File: src/rtl/serial_subtractor.sv
// Bit-serial a - b - borrowIn using one full-subtractor cell; result valid WIDTH cycles after accept.
// A stalled consumer parks the block in DONE with the result held and no new operands accepted.
module serial_subtractor #(
    parameter int WIDTH = 4
) (
    input  logic             clock,
    input  logic             reset,
    input  logic             io_in_valid,
    output logic             io_in_ready,
    input  logic [WIDTH-1:0] io_a,
    input  logic [WIDTH-1:0] io_b,
    input  logic             io_borrowIn,
    output logic             io_out_valid,
    input  logic             io_out_ready,
    output logic [WIDTH-1:0] io_diff,
    output logic             io_borrowOut
);

    localparam int CW = (WIDTH > 1) ? $clog2(WIDTH) : 1;
    localparam logic [CW-1:0] CNT_LAST = CW'(WIDTH - 1);

    typedef enum logic [1:0] {
        IDLE = 2'd0,
        BUSY = 2'd1,
        DONE = 2'd2
    } state_t;

    state_t state;
    state_t state_nxt;

    logic [WIDTH-1:0] a_sh;
    logic [WIDTH-1:0] b_sh;
    logic             br;
    logic [CW-1:0]    cnt;
    logic [WIDTH-1:0] acc;
    logic [WIDTH-1:0] res_diff;
    logic             res_borrow;

    logic             load;
    logic             step;
    logic             last;
    logic             x;
    logic             y;
    logic             d;
    logic             bo;
    logic [WIDTH-1:0] acc_nxt;

    assign x    = a_sh[0];
    assign y    = b_sh[0];
    assign d    = x ^ y ^ br;
    assign bo   = (~x & y) | (~(x ^ y) & br);
    assign last = (cnt == CNT_LAST);

    // Shift right with d entering at the MSB; the concatenation form also covers WIDTH == 1.
    assign acc_nxt = WIDTH'({d, acc} >> 1);

    always_ff @(posedge clock) begin
        if (reset) begin
            state <= IDLE;
        end else begin
            state <= state_nxt;
        end
    end

    always_comb begin
        state_nxt    = state;
        io_in_ready  = 1'b0;
        io_out_valid = 1'b0;
        load         = 1'b0;
        step         = 1'b0;
        case (state)
            IDLE: begin
                io_in_ready = 1'b1;
                if (io_in_valid) begin
                    load      = 1'b1;
                    state_nxt = BUSY;
                end
            end
            BUSY: begin
                step = 1'b1;
                if (last) begin
                    state_nxt = DONE;
                end
            end
            DONE: begin
                io_out_valid = 1'b1;
                if (io_out_ready) begin
                    state_nxt = IDLE;
                end
            end
            default: begin
                state_nxt = IDLE;
            end
        endcase
    end

    always_ff @(posedge clock) begin
        if (reset) begin
            a_sh       <= '0;
            b_sh       <= '0;
            br         <= 1'b0;
            cnt        <= '0;
            acc        <= '0;
            res_diff   <= '0;
            res_borrow <= 1'b0;
        end else if (load) begin
            a_sh <= io_a;
            b_sh <= io_b;
            br   <= io_borrowIn;
            cnt  <= '0;
            acc  <= '0;
        end else if (step) begin
            acc  <= acc_nxt;
            a_sh <= a_sh >> 1;
            b_sh <= b_sh >> 1;
            br   <= bo;
            cnt  <= cnt + CW'(1);
            if (last) begin
                res_diff   <= acc_nxt;
                res_borrow <= bo;
            end
        end
    end

    assign io_diff      = res_diff;
    assign io_borrowOut = res_borrow;

endmodule

File: config.mk
export PLATFORM = sky130hd
export DESIGN_NAME = serial_subtractor
export DESIGN_NICKNAME = d
export VERILOG_FILES = /design/src/rtl/serial_subtractor.sv
export SDC_FILE = /design/constraint.sdc
export NUM_CORES = 1
export LEC_CHECK = 0
export ABC_CLOCK_PERIOD_IN_PS = 1600
export BUFFER_PORTS_ARGS = -buffer_cell sky130_fd_sc_hd__buf_2
export CAP_MARGIN = 30
export CORE_MARGIN = 1.5
export CORE_UTILIZATION = 52
export CTS_CLUSTER_DIAMETER = 50
export CTS_CLUSTER_SIZE = 12
export DETAILED_ROUTE_END_ITERATION = 16
export PLACE_DENSITY_LB_ADDON = 0.3
export RECOVER_POWER = 100
export REMOVE_ABC_BUFFERS = 1
export SLEW_MARGIN = 10
export SYNTH_ARGS = -nofsm -noshare
export SYNTH_HDL_FRONTEND = slang
export SYNTH_SLANG_ARGS = --single-unit
File: constraint.sdc
create_clock -name clock -period 1.6 [get_ports clock]
set_input_delay 0.16 -clock clock [delete_from_list [all_inputs] [get_ports clock]]
set_output_delay 0.16 -clock clock [all_outputs]
set_load 0.005 [all_outputs]
==> results of run 1 <==
-- power breakdown --
part           leakage, nW  total [mW]  internal (mW)  switching, mW
combinational        0.228       0.148         0.0656         0.0824
sequential           0.172       0.566          0.549         0.0171
clock               0.0177       0.255         0.0935          0.162
-- routing by layer --
metal,routed length [um],up-vias,share of wire (%)
met5,0,-,0
met4,25,0,1.4
met3,74,3,4.1
met2,883,22,48
met1,841,353,46
li1,-,406,-
-- cell usage after synthesis, types with 2 or more instances --
cell type / instances / area share [%]
a21oi_1: 18 / 9.2
buf_6: 3 / 3.5
nand2_1: 20 / 7.7
or3b_1: 4 / 3.6
inv_1: 2 / 0.77
a211oi_1: 2 / 1.5
clkbuf_1: 3 / 1.2
nor2_1: 10 / 3.8
nand2b_1: 3 / 1.9
nand3_1: 6 / 3.1
nor3_1: 3 / 1.5
dfxtp_1: 21 / 43
-- layout make-up --
class                   count  area (um2)
clock buffers               3       22.52
clock inverters             1       5.005
fillers                   173       674.4
inverters                   2       7.507
multi-input cells          80       481.7
flip-flops and latches     21       420.4
well taps                  25       31.28
repair buffers             21       102.6
-- worst paths after layout --
kind                            cells after the start  startpoint            to
worst max-delay path                                3    state[1]  io_out_valid
worst min-delay path                                3     io_b[3]       b_sh[3]
worst max register to register                      4    state[0]       b_sh[0]
worst min register to register                      2  io_diff[1]    io_diff[1]
-- registers in the layout, indices dropped and copies added (netlist names) --
name and flops:
cnt 2, io_diff 4, br 1, b_sh 4, acc 3, a_sh 4, state 2, io_borrowOut 1
-- cells by family after synthesis --
group           count (synthesis)
buf+inv                        10
fa+ha+maj                       2
compound gates                 25
simple gates                   52
flops                          21
xor+xnor                        1
-- per-stage QoR --
step / power (mW) / cell area, um2 / std cells
6_report: 0.9697 / 1071 / 153
5_1_grt: 1.021 / 1071 / 153
4_1_cts: 0.9760 / 1079 / 153
3_5_place_dp: 0.7288 / 1051 / 149
3_3_place_gp: 0.7225 / 1051 / 149
2_1_floorplan: 0.6757 / 909.6 / 103
-- critical path: stages (launching register included) --
cell and delay (ns):
dfxtp_1 0.45, clkbuf_2 0.24, and2b_1 0.17, buf_2 0.12
==> flow_metrics.env, run 1 <==
export IMPL_p_leak_nw=0.4171
export IMPL_critPathLaunchType="flip-flop"
export IMPL_ys_ff_latch=21
export IMPL_clock_path_buffers=2
export IMPL_drv_cap=0
export IMPL_timing_final_crit_share_pct=90.45
export IMPL_grt_use_met2_pct=33.89
export IMPL_cts_root_buf="clkbuf_4"
export IMPL_io_pins=20
export IMPL_drt_wl_total_mm=1.824
export IMPL_grt_pass1_vias=716
export IMPL_drive_above_1_share_pct=23.44
export IMPL_holdCritPathClass="in -> reg"
export IMPL_grt_pass1_wl_mm=3.180
export IMPL_cts_clk_slew_worst_paths_ns=0.11
export IMPL_vias=784
export IMPL_cp_end_kind="primary output"
export IMPL_h_tree_depth=1
export IMPL_synth_mux_area_share_pct=0
export IMPL_avgSynthCellArea_um2=8.792
export IMPL_hold_ws_ns=0.07413
export IMPL_wl_per_cell_um=11.92
export IMPL_final_cell_mix="dfxtp_1 (21), nand2_1 (20), a21oi_1 (18)"
export IMPL_top_usage_layer="met2"
export IMPL_cts_sinks=21
export IMPL_drc=0
export IMPL_slew_viol_final=0
export IMPL_die_y_um=46.32
export IMPL_portBuffers=19
export IMPL_cts_hold_buf=0
export IMPL_nNetsFinal=144
export IMPL_synthDistinctLibCells=28
export IMPL_synth_xor_area_share_pct=0.8974
export IMPL_drt_iter0_markers=12
export IMPL_met3_usage_pct=2.353
export IMPL_place_ws_ns=0.2750
export IMPL_synthCells=111
export IMPL_die_area_um2=2146
export IMPL_gp_congestion=0.7465
export IMPL_rsz0062_at_grt="no"
export IMPL_r2r_setup_slack_ns=0.20
export IMPL_synth_compound_area_share_pct=16.28
export IMPL_fin_ws_ns=0.1529
export IMPL_arrival_ns=1.29
export IMPL_synth_top_family_by_area="simple AND/OR/NAND/NOR gates"
export IMPL_synth_fa_ha_area_share_pct=3.333
export IMPL_async_flop_share_pct=0
export IMPL_cp_max_fo=8
export IMPL_synth_ff_type="dfxtp_1"
export IMPL_cts_made_buffers=3
export IMPL_ys_seq_area_share_pct=43.08
export IMPL_status="complete, no violations"
export IMPL_post_cts_setup_buffer_count=0
export IMPL_place_hpwl_mm=1.366
export IMPL_period_needed_ns=1.447
export IMPL_drtAntennaViolNets=0
export IMPL_post_route_util_pct=61.36
export IMPL_grt_util_all_layers_pct=20.89
export IMPL_worstMarginPinSlew_ns=0.3586
export IMPL_grt_met1_usage_pct=27.23
export IMPL_globalRoute_totalOverflow=0
export IMPL_antenna_cells=0
export IMPL_yosys_area_share_simple_pct=28.85
export IMPL_dr_pass1_iters=4
export IMPL_antenna_found_initial=0
export IMPL_finalSetupViolCount=0
export IMPL_timing_fmax_ghz=0.6910
export IMPL_vias_per_cell=5.124
export IMPL_final_common_cell="dfxtp_1"
export IMPL_syn_to_final_growth_pct=9.744
export IMPL_die_x_um=46.32
export IMPL_yosys_warnings=0
export IMPL_hold_violations=0
export IMPL_core_um2=1745
export IMPL_synth_edf_count=0
export IMPL_required_ns=1.44
export IMPL_max_slew_margin_pct=76.10
export IMPL_fin_skew_ns=0.003710
export IMPL_path_class="reg -> out"
export IMPL_grt_max_degree=18
export IMPL_setup_tns_final_ns=0
export IMPL_ir_worst_vdd_mv=0.5320
export IMPL_cts_tree="done"
export IMPL_start_util_pct=55.91
export IMPL_power_density_nw_per_um2=905.4
export IMPL_clock_latency_ns=0.31
export IMPL_synth_area_um2=975.9
export IMPL_row_count=15
export IMPL_cts_resized=0
No activity file was read; power rests on OpenSTA's default activity.
==> inputs of run 2 (changes only) <==
--- a/config.mk
+++ b/config.mk
@@ -13,6 +13,7 @@
 export CTS_CLUSTER_DIAMETER = 50
 export CTS_CLUSTER_SIZE = 12
 export DETAILED_ROUTE_END_ITERATION = 16
+export MAX_ROUTING_LAYER = met4
 export PLACE_DENSITY_LB_ADDON = 0.3
 export RECOVER_POWER = 100
 export REMOVE_ABC_BUFFERS = 1
==> run 2 against run 1 <==
Effect of this change:
- combinational power is essentially flat
- first-iteration DRC count is the same
- sequential power is essentially flat
- register-to-register slack is essentially flat
- utilization is the same
- cell count is the same
- clock skew is essentially flat
- non-clock buffer count is the same
- sequential cell count is the same
- critical path type unchanged
- critical endpoint unchanged
- largest power group unchanged
==> flow_metrics.env, run 2 (synthesis results as in run 1) <==
export IMPL_switching_share_pct=26.96
export IMPL_place_ws_ns=0.2750
export IMPL_final_cell_mix="dfxtp_1 (21), nand2_1 (20), a21oi_1 (18)"
export IMPL_hold_violations=0
export IMPL_hold_path_depth=3
export IMPL_antenna_found_initial=0
export IMPL_critPathLaunchType="flip-flop"
export IMPL_placed_area_um2=1051
export IMPL_cts_clk_slew_worst_paths_ns=0.11
export IMPL_multi_input_comb_area_um2=481.7
export IMPL_timing_final_crit_share_pct=90.44
export IMPL_power_density_nw_per_um2=905.3
export IMPL_dr_pass1_iters=4
export IMPL_vias=786
export IMPL_die_area_um2=2146
export IMPL_cp_max_fo=8
export IMPL_drv_cap=0
export IMPL_path_class="reg -> out"
export IMPL_status="complete, no violations"
export IMPL_portBuffers=19
export IMPL_die_y_um=46.32
export IMPL_intPower_uw=708.3
export IMPL_row_count=15
export IMPL_start_util_pct=55.91
export IMPL_vias_per_cell=5.137
export IMPL_p_leak_nw=0.4171
export IMPL_comb_power_share_pct=15.3
export IMPL_cts_hold_buf=0
export IMPL_hold_start="io_b[3]"
export IMPL_drive_above_1_share_pct=23.44
export IMPL_r2r_start="state[0]"
export IMPL_cts_tree="done"
export IMPL_nNetsFinal=144
export IMPL_required_ns=1.44
export IMPL_p_switching_uw=261.4
export IMPL_ff2ff_path_depth=4
export IMPL_die_x_um=46.32
export IMPL_grt_pass1_vias=716
export IMPL_syn_to_final_growth_pct=9.744
export IMPL_io_pins=20
export IMPL_antenna_cells=0
export IMPL_grt_util_all_layers_pct=21.49
export IMPL_drt_wl_total_mm=1.827
export IMPL_drtAntennaViolNets=0
export IMPL_startpoint="state[1]"
export IMPL_cts_root_buf="clkbuf_4"
export IMPL_finalSetupViolCount=0
export IMPL_wl_per_cell_um=11.94
export IMPL_fin_area_um2=1071
export IMPL_cts_resized=0
export IMPL_max_slew_margin_pct=76.11
export IMPL_place_hpwl_mm=1.366
export IMPL_fin_skew_ns=0.003814
export IMPL_arrival_ns=1.29
export IMPL_post_cts_setup_buffer_count=0
export IMPL_cts_made_buffers=3
export IMPL_h_tree_depth=1
export IMPL_worstMarginPinSlew_ns=0.3584
export IMPL_core_um2=1745
export IMPL_ir_worst_vdd_mv=0.5317
export IMPL_globalRoute_totalOverflow=0
export IMPL_fin_ws_ns=0.1530
export IMPL_drc=0
export IMPL_grt_max_degree=18
export IMPL_drt_iter0_markers=12
export IMPL_clock_path_buffers=2
export IMPL_power_frac_clock_pct=26.3
export IMPL_period_needed_ns=1.447
export IMPL_cp_end_kind="primary output"
export IMPL_cts_sinks=21
export IMPL_regArea_um2=420.4
export IMPL_post_route_util_pct=61.36
export IMPL_slew_viol_final=0
export IMPL_grt_pass1_wl_mm=3.174
export IMPL_timing_fmax_ghz=0.6911
export IMPL_hold_ws_ns=0.07423
export IMPL_rsz0062_at_grt="no"
export IMPL_final_common_cell="dfxtp_1"
export IMPL_holdCritPathClass="in -> reg"
export IMPL_gp_congestion=0.7559
export IMPL_clock_latency_ns=0.31
export IMPL_fillerInstances=173
export IMPL_p_seq_share_pct=58.4
export IMPL_setup_tns_final_ns=0
## run 2: final timing paths
path,slack (ns),endpoint
setup / recovery,0.15,io_out_valid
setup reg to reg,0.20,b_sh[0]
hold / removal,0.07,b_sh[3]
hold reg to reg,0.46,io_diff[1]
## run 2: layer usage
layer	global-route usage [%]	vias to the layer above	routed length, um
met1	27.23	353	837
met2	33.89	24	882
li1	-	406	-
met5	-	-	0
met3	2.353	3	81
met4	10.29	0	25
## run 2: per-stage QoR
stage / std cells / total power [mW]
2_1_floorplan: 103 / 0.6757
3_3_place_gp: 149 / 0.7225
3_5_place_dp: 149 / 0.7288
4_1_cts: 153 / 0.9760
5_1_grt: 153 / 1.021
6_report: 153 / 0.9696
## run 2: layout make-up
class | count | share of cell area, %
Inverter | 2 | 0.7009
Clock buffer | 3 | 2.103
Multi-Input combinational cell | 80 | 44.98
Tap cell | 25 | 2.921
Timing Repair Buffer | 21 | 9.579
Sequential cell | 21 | 39.25
Clock inverter | 1 | 0.4673
## run 2: critical path, cell delays in order, from the launching register on
cell	delay, ns
dfxtp_1	0.45
clkbuf_2	0.24
and2b_1	0.17
buf_2	0.12
## run 2: power groups by stage
stage | registers [mW] | clock network (mW) | logic [mW]
after CTS | 0.567 | 0.258 | 0.152
after detailed placement | 0.579 | 0 | 0.150
after floorplan | 0.578 | 0 | 0.0973
final | 0.566 | 0.255 | 0.148
after global placement | 0.577 | 0 | 0.146
after global routing | 0.571 | 0.279 | 0.171
==> inputs of run 3 (changes only) <==
--- a/config.mk
+++ b/config.mk
@@ -17,6 +17,7 @@
 export PLACE_DENSITY_LB_ADDON = 0.3
 export RECOVER_POWER = 100
 export REMOVE_ABC_BUFFERS = 1
+export SETUP_SLACK_MARGIN = 0.2
 export SLEW_MARGIN = 10
 export SYNTH_ARGS = -nofsm -noshare
 export SYNTH_HDL_FRONTEND = slang
==> run 3 against run 2 <==
Effect of this change:
- routed wire length grew 4.1%
- count of clock-buffer cells in the layout is the same
- utilization grew 0.93 points
- maximum frequency grew 3.0%
- sequential cell count is the same
- sequential power is essentially flat
- largest power group unchanged
- die area is the same
- cell count grew 2.0%
- largest cell class unchanged
- non-clock buffer count grew 3
- critical endpoint unchanged
- critical path depth is the same
- worst setup slack gained 0.043 ns
==> flow_metrics.env, run 3 (synthesis results as in run 1) <==
export IMPL_drc=0
export IMPL_nNetsFinal=147
export IMPL_ff2ff_path_depth=4
export IMPL_r2r_setup_slack_ns=0.21
export IMPL_cp_end_kind="primary output"
export IMPL_cts_clk_slew_worst_paths_ns=0.11
export IMPL_holdCritPathClass="in -> reg"
export IMPL_grt_pass1_wl_mm=3.174
export IMPL_hold_start="io_a[3]"
export IMPL_ir_worst_vdd_mv=0.5354
export IMPL_timing_fmax_ghz=0.7121
export IMPL_min_to="a_sh[3]"
export IMPL_dr_pass1_iters=4
export IMPL_timing_final_crit_share_pct=87.77
export IMPL_path_class="reg -> out"
export IMPL_antenna_found_initial=0
export IMPL_vias=801
export IMPL_antenna_cells=0
export IMPL_grt_max_degree=18
export IMPL_start_util_pct=55.91
export IMPL_placed_area_um2=1051
export IMPL_fin_skew_ns=0.002184
export IMPL_status="complete, no violations"
export IMPL_h_tree_depth=1
export IMPL_placed_cells=149
export IMPL_max_slew_margin_pct=76.31
export IMPL_post_route_util_pct=62.29
export IMPL_gp_congestion=0.7559
export IMPL_slew_viol_final=0
export IMPL_drtAntennaViolNets=0
export IMPL_vias_per_cell=5.135
export IMPL_startpoint="state[1]"
export IMPL_io_pins=20
export IMPL_place_ws_ns=0.2750
export IMPL_portBuffers=19
export IMPL_die_y_um=46.32
export IMPL_finalSetupViolCount=0
export IMPL_power_density_nw_per_um2=896.8
export IMPL_clock_latency_ns=0.30
export IMPL_critPathLaunchType="flip-flop"
export IMPL_drt_wl_total_mm=1.901
export IMPL_p_leak_nw=0.4318
export IMPL_worstMarginPinSlew_ns=0.3538
export IMPL_drt_iter0_markers=11
export IMPL_core_um2=1745
export IMPL_stdcell_count=156
export IMPL_hold_ws_ns=0.08234
export IMPL_power_uw=975.1
export IMPL_final_common_cell="dfxtp_1"
export IMPL_row_count=15
export IMPL_clock_path_buffers=2
export IMPL_wl_per_cell_um=12.19
export IMPL_die_area_um2=2146
export IMPL_cts_root_buf="clkbuf_4"
export IMPL_arrival_ns=1.24
export IMPL_place_hpwl_mm=1.366
export IMPL_fin_area_um2=1087
export IMPL_period_needed_ns=1.404
export IMPL_globalRoute_totalOverflow=0
export IMPL_cp_max_fo=8
export IMPL_fin_ws_ns=0.1957
export IMPL_required_ns=1.44
export IMPL_r2r_end="b_sh[0]"
export IMPL_cts_sinks=21
export IMPL_syn_to_final_growth_pct=11.41
export IMPL_final_cell_mix="dfxtp_1 (21), nand2_1 (20), a21oi_1 (18)"
export IMPL_cts_tree="done"
export IMPL_grt_pass1_vias=716
export IMPL_drive_above_1_share_pct=25.19
export IMPL_die_x_um=46.32
export IMPL_fillerInstances=175
export IMPL_r2r_start="state[0]"
export IMPL_cts_made_buffers=3
export IMPL_grt_util_all_layers_pct=21.49
export IMPL_drv_cap=0
export IMPL_setup_tns_final_ns=0
export IMPL_hold_path_depth=3
export IMPL_hold_violations=0
export IMPL_rsz0062_at_grt="no"
-- run 3: cell types whose count changed in the layout (fill, tap and decap cells not counted), sizes merged --
cell / change
buf: +3
-- run 3: what timing repair did --
action | in CTS | in global routing
setup endpoints to repair | 0 | 4
resized for setup | 0 | 2
hold buffers | 0 | 0
buffers inserted | 0 | 3
-- run 3: power by group --
part           switching [mW]  total, mW  internal, mW
Clock                   0.159      0.252        0.0933
Sequential             0.0175      0.567         0.549
Combinational          0.0847      0.156        0.0717
-- run 3: layer usage --
metal / share of wire [%] / track usage, %
met1: 46 / 27.23
met2: 49 / 33.89
met3: 3.6 / 2.353
met4: 1.4 / 10.29
met5: 0 / -
-- run 3: area by class of cell --
| cell class | instances | area (um2) | share of cell area [%] |
|---|---|---|---|
| Multi-Input combinational cell | 80 | 475.5 | 43.73 |
| Clock inverter | 1 | 5.005 | 0.4603 |
| Inverter | 2 | 7.507 | 0.6905 |
| Sequential cell | 21 | 420.4 | 38.67 |
| Clock buffer | 3 | 22.52 | 2.071 |
| Timing Repair Buffer | 24 | 125.1 | 11.51 |
| Tap cell | 25 | 31.28 | 2.877 |
-- run 3: how the worst max path moves through the flow --
stage          slack (ns)            to
3_5_place_dp         0.28       b_sh[0]
6_report             0.20  io_out_valid
4_1_cts              0.22  io_out_valid
2_1_floorplan        0.28  io_borrowOut
3_3_place_gp         0.36       a_sh[2]
5_1_grt              0.13       b_sh[1]
-- run 3: worst max-delay path: stages, from the launching register on --
cell and delay [ns]:
dfxtp_1 0.42, clkbuf_2 0.23, and2b_1 0.17, buf_2 0.12
